**src/rtl/ram_port_arbiter_if.sv**
```systemverilog
// Requester-side bus of ram_port_arbiter: request handshake plus per-requester read responses.
interface ram_port_arbiter_if #(
  parameter int NUM_REQ    = 4,
  parameter int ADDR_WIDTH = 17,
  parameter int DATA_WIDTH = 64,
  parameter int BYTES      = 8
);
  logic [NUM_REQ-1:0]                 req_valid;
  logic [NUM_REQ-1:0]                 req_ready;
  logic [NUM_REQ-1:0][ADDR_WIDTH-1:0] req_addr;
  logic [NUM_REQ-1:0][BYTES-1:0]      req_strobe;
  logic [NUM_REQ-1:0][DATA_WIDTH-1:0] req_wdata;
  logic [NUM_REQ-1:0]                 resp_valid;
  logic [NUM_REQ-1:0][DATA_WIDTH-1:0] resp_rdata;

  modport master (
    output req_valid, req_addr, req_strobe, req_wdata,
    input  req_ready, resp_valid, resp_rdata
  );

  modport slave (
    input  req_valid, req_addr, req_strobe, req_wdata,
    output req_ready, resp_valid, resp_rdata
  );
endinterface

```
**src/rtl/ram_port_arbiter.sv**
```systemverilog
// Grants up to two of NUM_REQ requesters per cycle onto the two RAM ports and routes read data back.
// Optional macro RAM_ARB_ROUND_ROBIN_EN: round-robin priority; when undefined, fixed priority from requester 0.
module ram_port_arbiter #(
  parameter int NUM_REQ      = 4,
  parameter int ADDR_WIDTH   = 17,
  parameter int DATA_WIDTH   = 64,
  parameter int BYTE_WIDTH   = 8,
  parameter int READ_LATENCY = 2,
  localparam int BYTES       = DATA_WIDTH / BYTE_WIDTH
) (
  input  logic                  clk,
  input  logic                  reset,
  ram_port_arbiter_if.slave     bus,
  output logic                  en_1,
  output logic [ADDR_WIDTH-1:0] addr_1,
  output logic [BYTES-1:0]      strobe_1,
  output logic [DATA_WIDTH-1:0] wdata_1,
  input  logic [DATA_WIDTH-1:0] rdata_1,
  output logic                  en_2,
  output logic [ADDR_WIDTH-1:0] addr_2,
  output logic [BYTES-1:0]      strobe_2,
  output logic [DATA_WIDTH-1:0] wdata_2,
  input  logic [DATA_WIDTH-1:0] rdata_2
);
  localparam int ID_W = $clog2(NUM_REQ);
  localparam int PW1  = ID_W + 1;

  typedef logic [ID_W-1:0] id_t;
  typedef struct packed {
    logic vld;
    id_t  id;
  } rd_tag_t;

  id_t  ptr;
  id_t  idx_a;
  id_t  idx_b;
  logic gnt_a;
  logic gnt_b;

  // Scan from ptr; the first valid requester takes port 1, the next non-conflicting one port 2.
  always_comb begin
    logic [PW1-1:0] pos;
    id_t            idx;
    // NOTE: every output of this block gets a default first so no path leaves it unassigned (no latch).
    gnt_a = 1'b0;
    gnt_b = 1'b0;
    idx_a = '0;
    idx_b = '0;
    pos   = '0;
    idx   = '0;
    for (int k = 0; k < NUM_REQ; k++) begin
      pos = {1'b0, ptr} + PW1'(k);
      if (pos >= PW1'(NUM_REQ)) pos = pos - PW1'(NUM_REQ);
      idx = pos[ID_W-1:0];
      if (!reset && bus.req_valid[idx]) begin
        if (!gnt_a) begin
          gnt_a = 1'b1;
          idx_a = idx;
        end else if (!gnt_b &&
                     !(bus.req_addr[idx] == bus.req_addr[idx_a] &&
                       (|bus.req_strobe[idx_a] || |bus.req_strobe[idx]))) begin
          gnt_b = 1'b1;
          idx_b = idx;
        end
      end
    end
  end

  always_comb begin
    bus.req_ready = '0;
    if (gnt_a) bus.req_ready[idx_a] = 1'b1;
    if (gnt_b) bus.req_ready[idx_b] = 1'b1;
  end

  // Idle ports drive all-zero outputs to the RAM.
  assign en_1     = gnt_a;
  assign addr_1   = gnt_a ? bus.req_addr[idx_a]   : '0;
  assign strobe_1 = gnt_a ? bus.req_strobe[idx_a] : '0;
  assign wdata_1  = gnt_a ? bus.req_wdata[idx_a]  : '0;
  assign en_2     = gnt_b;
  assign addr_2   = gnt_b ? bus.req_addr[idx_b]   : '0;
  assign strobe_2 = gnt_b ? bus.req_strobe[idx_b] : '0;
  assign wdata_2  = gnt_b ? bus.req_wdata[idx_b]  : '0;

`ifdef RAM_ARB_ROUND_ROBIN_EN
  logic [PW1-1:0] ptr_inc;

  assign ptr_inc = {1'b0, (gnt_b ? idx_b : idx_a)} + PW1'(1);

  // NOTE: state registers use non-blocking assignments so every flop samples pre-edge values.
  always_ff @(posedge clk) begin
    if (reset) begin
      ptr <= '0;
    end else if (gnt_a) begin
      ptr <= (ptr_inc == PW1'(NUM_REQ)) ? '0 : ptr_inc[ID_W-1:0];
    end
  end
`else
  assign ptr = '0;
`endif

  rd_tag_t [READ_LATENCY-1:0] pipe_1;
  rd_tag_t [READ_LATENCY-1:0] pipe_2;
  rd_tag_t                    tag_1;
  rd_tag_t                    tag_2;
  rd_tag_t                    tail_1;
  rd_tag_t                    tail_2;

  assign tag_1  = '{vld: gnt_a && (strobe_1 == '0), id: idx_a};
  assign tag_2  = '{vld: gnt_b && (strobe_2 == '0), id: idx_b};
  assign tail_1 = pipe_1[READ_LATENCY-1];
  assign tail_2 = pipe_2[READ_LATENCY-1];

  // NOTE: only the small tag pipelines are reset; read data is never stored here, it flows from the RAM.
  always_ff @(posedge clk) begin
    if (reset) begin
      pipe_1 <= '0;
      pipe_2 <= '0;
    end else begin
      pipe_1[0] <= tag_1;
      pipe_2[0] <= tag_2;
      for (int i = 1; i < READ_LATENCY; i++) begin
        pipe_1[i] <= pipe_1[i-1];
        pipe_2[i] <= pipe_2[i-1];
      end
    end
  end

  // The two ports never return to the same requester in one cycle, so the writes below never collide.
  always_comb begin
    bus.resp_valid = '0;
    bus.resp_rdata = '0;
    if (!reset && tail_1.vld) begin
      bus.resp_valid[tail_1.id] = 1'b1;
      bus.resp_rdata[tail_1.id] = rdata_1;
    end
    if (!reset && tail_2.vld) begin
      bus.resp_valid[tail_2.id] = 1'b1;
      bus.resp_rdata[tail_2.id] = rdata_2;
    end
  end
endmodule

```
**src/flat_wrapper.sv**
```systemverilog
// flat-port wrapper written by rule: the top's interface ports become plain ports
module ram_port_arbiter_flat 
#(
  parameter int NUM_REQ      = 4,
  parameter int ADDR_WIDTH   = 17,
  parameter int DATA_WIDTH   = 64,
  parameter int BYTE_WIDTH   = 8,
  parameter int READ_LATENCY = 2,
  localparam int BYTES       = DATA_WIDTH / BYTE_WIDTH
)
  (clk, reset, en_1, addr_1, strobe_1, wdata_1, rdata_1, en_2, addr_2, strobe_2, wdata_2, rdata_2, bus_req_valid, bus_req_addr, bus_req_strobe, bus_req_wdata, bus_req_ready, bus_resp_valid, bus_resp_rdata);
  ram_port_arbiter_if #(.NUM_REQ(NUM_REQ), .ADDR_WIDTH(ADDR_WIDTH), .DATA_WIDTH(DATA_WIDTH), .BYTES(((64) / (8)))) bus_i ();
  input  logic clk;
  input  logic reset;
  output logic en_1;
  output logic [ADDR_WIDTH-1:0] addr_1;
  output logic [BYTES-1:0] strobe_1;
  output logic [DATA_WIDTH-1:0] wdata_1;
  input  logic [DATA_WIDTH-1:0] rdata_1;
  output logic en_2;
  output logic [ADDR_WIDTH-1:0] addr_2;
  output logic [BYTES-1:0] strobe_2;
  output logic [DATA_WIDTH-1:0] wdata_2;
  input  logic [DATA_WIDTH-1:0] rdata_2;
  input wire logic [$bits(bus_i.req_valid)-1:0] bus_req_valid;
  input wire logic [$bits(bus_i.req_addr)-1:0] bus_req_addr;
  input wire logic [$bits(bus_i.req_strobe)-1:0] bus_req_strobe;
  input wire logic [$bits(bus_i.req_wdata)-1:0] bus_req_wdata;
  output wire logic [$bits(bus_i.req_ready)-1:0] bus_req_ready;
  output wire logic [$bits(bus_i.resp_valid)-1:0] bus_resp_valid;
  output wire logic [$bits(bus_i.resp_rdata)-1:0] bus_resp_rdata;
  assign bus_i.req_valid = bus_req_valid;
  assign bus_i.req_addr = bus_req_addr;
  assign bus_i.req_strobe = bus_req_strobe;
  assign bus_i.req_wdata = bus_req_wdata;
  assign bus_req_ready = bus_i.req_ready;
  assign bus_resp_valid = bus_i.resp_valid;
  assign bus_resp_rdata = bus_i.resp_rdata;
  ram_port_arbiter #(.NUM_REQ(NUM_REQ), .ADDR_WIDTH(ADDR_WIDTH), .DATA_WIDTH(DATA_WIDTH), .BYTE_WIDTH(BYTE_WIDTH), .READ_LATENCY(READ_LATENCY)) u_core (.clk(clk), .reset(reset), .bus(bus_i), .en_1(en_1), .addr_1(addr_1), .strobe_1(strobe_1), .wdata_1(wdata_1), .rdata_1(rdata_1), .en_2(en_2), .addr_2(addr_2), .strobe_2(strobe_2), .wdata_2(wdata_2), .rdata_2(rdata_2));
endmodule
```
**config.mk**
```make
export PLATFORM = sky130hd
export DESIGN_NAME = ram_port_arbiter_flat
export DESIGN_NICKNAME = d
export VERILOG_FILES = /design/src/rtl/ram_port_arbiter_if.sv /design/src/rtl/ram_port_arbiter.sv /design/src/flat_wrapper.sv
export SDC_FILE = /design/constraint.sdc
export NUM_CORES = 1
export LEC_CHECK = 0
export ABC_AREA = 1
export BUFFER_PORTS_ARGS = -buffer_cell sky130_fd_sc_hd__buf_4
export CORE_AREA = 2 2 360 362
export CTS_CLUSTER_SIZE = 40
export DETAILED_ROUTE_END_ITERATION = 10
export DIE_AREA = 0 0 362 364
export GPL_TIMING_DRIVEN = 0
export PLACE_DENSITY = 0.3
export SYNTH_ARGS = -nofsm -noshare
export SYNTH_HDL_FRONTEND = slang
export SYNTH_SLANG_ARGS = --single-unit
export TNS_END_PERCENT = 5
```
**constraint.sdc**
```tcl
create_clock -name clk -period 2.2 [get_ports clk]
set_input_delay 0.22 -clock clk [delete_from_list [all_inputs] [get_ports clk]]
set_output_delay 0.22 -clock clk [all_outputs]
set_load 0.01 [all_outputs]
```
==> metrics.md <==
| Metric | Value |
|---|---|
| DRT iter0 DRCs | `1644` |
| Crit path DAT | `approximately 3.0 ns` |
| Vias in the first global route | `19348` |
| TritonRoute pass-1 iters | `6` |
| CP endpoint kind | `output pin` |
| EDFF count, synth | `0` |
| Final hold vios | `0` |
| Failing checks | `setup timing` |
| Die H | `around 360 um` |
| Tot Pwr | `roughly 6.7 mW` |
| Core Rows | `132` |
| Area growth syn-to-layout | `147.9%` |
| I/O Buffers | `slightly above 900` |
| Post-DR wirelength/cell | `31.19 um` |
| Status | `complete, but fails checks` |
| Die Width | `362 um` |
| Leakage | `10.67 nW` |
| Hold slack final | `around 0.40 ns` |
| Share of layout cells above drive strength 1 | `52.21%` |
| Area of the multi-input gates | `a little over 0.009 mm^2` |
| Most frequent cell after synthesis | `o22ai_1` |
| RSZ-0062 raised after global routing | `yes` |
| Worst slew pin tran | `a little under 0.8 ns` |
| Final Skew | `about 0.0004 ns` |
| Routed via count | `just under 20000` |
| P per Cell Area | `approximately 290 mW/mm^2` |
| Combinational family with the most area after synthesis | `compound AO/OA/AOI/OAI gates` |
| Commonest cells in the netlist | `o22ai_1 (340), inv_1 (277), nand2_1 (272)` |
| Total gr overflow | `0` |
| Maximum clock rate | `315.7 MHz` |
| Die ar. | `0.1318 mm^2` |
| Synth unique cells | `37` |
| Fillers | `14922` |
| Final worst slack | `-0.9680 ns` |
| Post-Syn Area | `between 0.009 and 0.01 mm^2` |
| Design Area, Final | `around 0.023 mm^2` |
| Synth area leaders | `o22ai_1 (23%), inv_1 (11%), nand2_1 (11%)` |
| Tightest Hold Check Type | `reg2reg` |
| GR Util All Layers | `about 20%` |
| GP Congestion | `0.8898` |
| Compound-Gate Fraction of Synth Area | `50.29%` |
| Vias per cell | `approximately 4.3` |
| Top Ports | `934` |
| CP max FO | `10` |
| Async SR Flop Fraction | `0%` |
| Setup crit start | `reset` |
| Max-slew violations | `0` |
| Antenna viol nets, final | `0` |
| Slew headroom | `between 40% and 50%` |
| DP Area | `roughly 0.019 mm^2` |
| Tmin final | `3.168 ns` |
| Post-route clock period utilization | `144.0%` |
| Crit path to | `wdata_2[51]` |
| Post-placement worst setup slack | `-2.864 ns` |
| CP startpoint kind | `input port` |
| RR Startpoint | `u_core.pipe_1[0]` |
| Syn Inst Count | `between 1500 and 2000` |
| Top-area cell type share of the netlist area | `22.90%` |
| Mux contribution to synthesized area | `between 1 and 1.5%` |
| Clock Root Buffer | `clkbuf_16` |
| CTS tree | `yes` |
| Post-Synth Simple-Gate Area | `approximately 25%` |
| Drt total wl | `between 100 and 150 mm` |
| Num Clock Sinks | `12` |
| Initial Util | `7.239%` |
| First-pass GRT wire length | `180.6 mm` |
| Pin count of the biggest net entering global routing | `11` |
| Post-synthesis xor/xnor area fraction | `1.886%` |
| Clock transition at the registers of the reported paths | `around 0.050 ns` |
| H-tree Lvls | `1` |
| Largest area contributor in the netlist | `o22ai_1` |
| Post-DP HPWL | `roughly 120 mm` |
| Ys flop type | `dfxtp_1` |
| FF/Latch Area | `240.2 um^2` |
| Register-to-Register Setup Slack | `roughly 1.6 ns` |
| Synthesis-stage register bit count | `12` |
| Sequential cell area fraction in the yosys report | `between 2 and 3%` |
| CTS Buf Count | `3` |
| Post-route core utilization | `17.95%` |
| CTS Buffer Depth | `2` |
| Ys Warns | `0` |
| Post-route DRC | `0` |
| CP Data Required Time | `a little under 2 ns` |
| Crit Path Class | `in2out` |
| Clk_lat worst skew | `0.24 ns` |
| Maximum capacitance violations | `0` |
| Worst R2R Path Depth | `2` |
| Post-Syn Nets | `~2300` |
| Hold_buf cts | `0` |
| RR Endpoint | `u_core.pipe_1[3]` |
| Adder-Cell Fraction of Synth Area | `0%` |
| Synthesized area per cell | `about 5.2 um^2` |
| Nets@finish | `around 3300` |
| Antenna violations before repair | `37` |
| Core box area | `about 0.13 mm^2` |
| Maximum vdd drop | `129.6 uV` |
| Final setup fails | `roughly 260` |
==> stage by stage <==
stage               setup TNS [ns]  cells
floorplan                   -6.399   1795
global placement           -462.82   4403
detailed placement         -459.48   4403
CTS                        -138.53   4473
global route               -156.12   4507
finish                     -132.56   4517
==> where the power goes <==
| part | internal (mW) | switching (mW) |
|---|---|---|
| Clock | 0.275 | 0.103 |
| Sequential | 0.230 | 0.00559 |
| Combinational | 2.51 | 3.54 |
==> state kept, by name, summed over array words and instances (netlist names) <==
name and count:
u_core.pipe_1 6, u_core.pipe_2 6
==> placed cells by master (no fill, tap or decap), types with 10 or more instances in the layout <==
master     instances
nand3_1           55
a221oi_4          21
nor3_2            20
o21ai_1           14
a21oi_1          162
nor2_1            78
a221oi_2          15
clkbuf_2          15
nand2_1          209
clkbuf_8          17
a211oi_2          19
clkbuf_16         10
clkbuf_1          16
dfxtp_1           12
buf_2             17
nor3_1            13
nor3_4            20
nand2_4           26
clkbuf_4          23
o22ai_2           26
nand3_2           18
mux2i_1           10
o22ai_1          308
nand2_2           37
buf_8             10
xnor2_1           16
a211oi_1          31
buf_4            959
o21ai_2           10
nor2_4            14
o21ai_0          117
buf_6             67
buf_12            53
a211oi_4          14
inv_1            268
diode_2           17
==> timing repair <==
action / 4_1_cts / 5_1_grt
pin swaps: 85 / 53
endpoints found under the setup margin: 447 / 388
gates resized for setup: 629 / 221
cloned: 5 / 4
setup buffers: 61 / 25
==> layer usage <==
| layer | vias to the layer above | routed length (um) | GRT usage, % |
|---|---|---|---|
| met2 | 1063 | 69900 | 35.71 |
| met4 | 22 | 4618 | 5.931 |
| met3 | 171 | 9018 | 3.961 |
| met5 | - | 137 | 0 |
| met1 | 9571 | 57190 | 23.93 |
| li1 | 8536 | - | - |
==> cell families after synthesis <==
kind of cell	count (synthesis)
XOR/XNOR	20
multiplexers	10
AO/OA/AOI/OAI	772
flip-flops	12
buffers and inverters	451
AND/OR/NAND/NOR	530
==> area by class of cell <==
class / count / area share, %
multi-input cells: 1333 / 40.30
repair buffers: 1026 / 36.28
well taps: 1675 / 9.099
plain buffers: 164 / 7.795
inverters: 286 / 4.922
flip-flops and latches: 12 / 1.043
clock buffers: 4 / 0.3857
diodes: 17 / 0.1847
==> worst max-delay path, stage by stage <==
cell and delay, ns:
buf_12 0.10, clkinv_8 0.05, buf_4 0.13, nand2_1 0.13, inv_2 0.09, nand2_4 0.12
inv_6 0.07, o21ai_1 0.13, o211ai_1 0.14, nand2_2 0.17, nor2_4 0.06, nand3_4 0.11
nand2_8 0.08, buf_12 0.15, nand2_8 0.13, clkbuf_8 0.24, o21ai_0 0.19, a211oi_4 0.39
buf_4 0.21
==> worst min-delay path by stage <==
stage                     slack [ns]  cells after the start                to        startpoint
final                           0.40                      2  u_core.pipe_1[5]  u_core.pipe_1[2]
after global routing            0.43                      2  u_core.pipe_2[5]  u_core.pipe_2[2]
after CTS                       0.40                      2  u_core.pipe_1[5]  u_core.pipe_1[2]
after detailed placement        0.40                      2  u_core.pipe_1[5]  u_core.pipe_1[2]
after global placement          0.40                      2  u_core.pipe_1[5]  u_core.pipe_1[2]
after floorplan                 0.39                      2  u_core.pipe_1[3]  u_core.pipe_1[0]
Power figures use the tool's default switching activity.
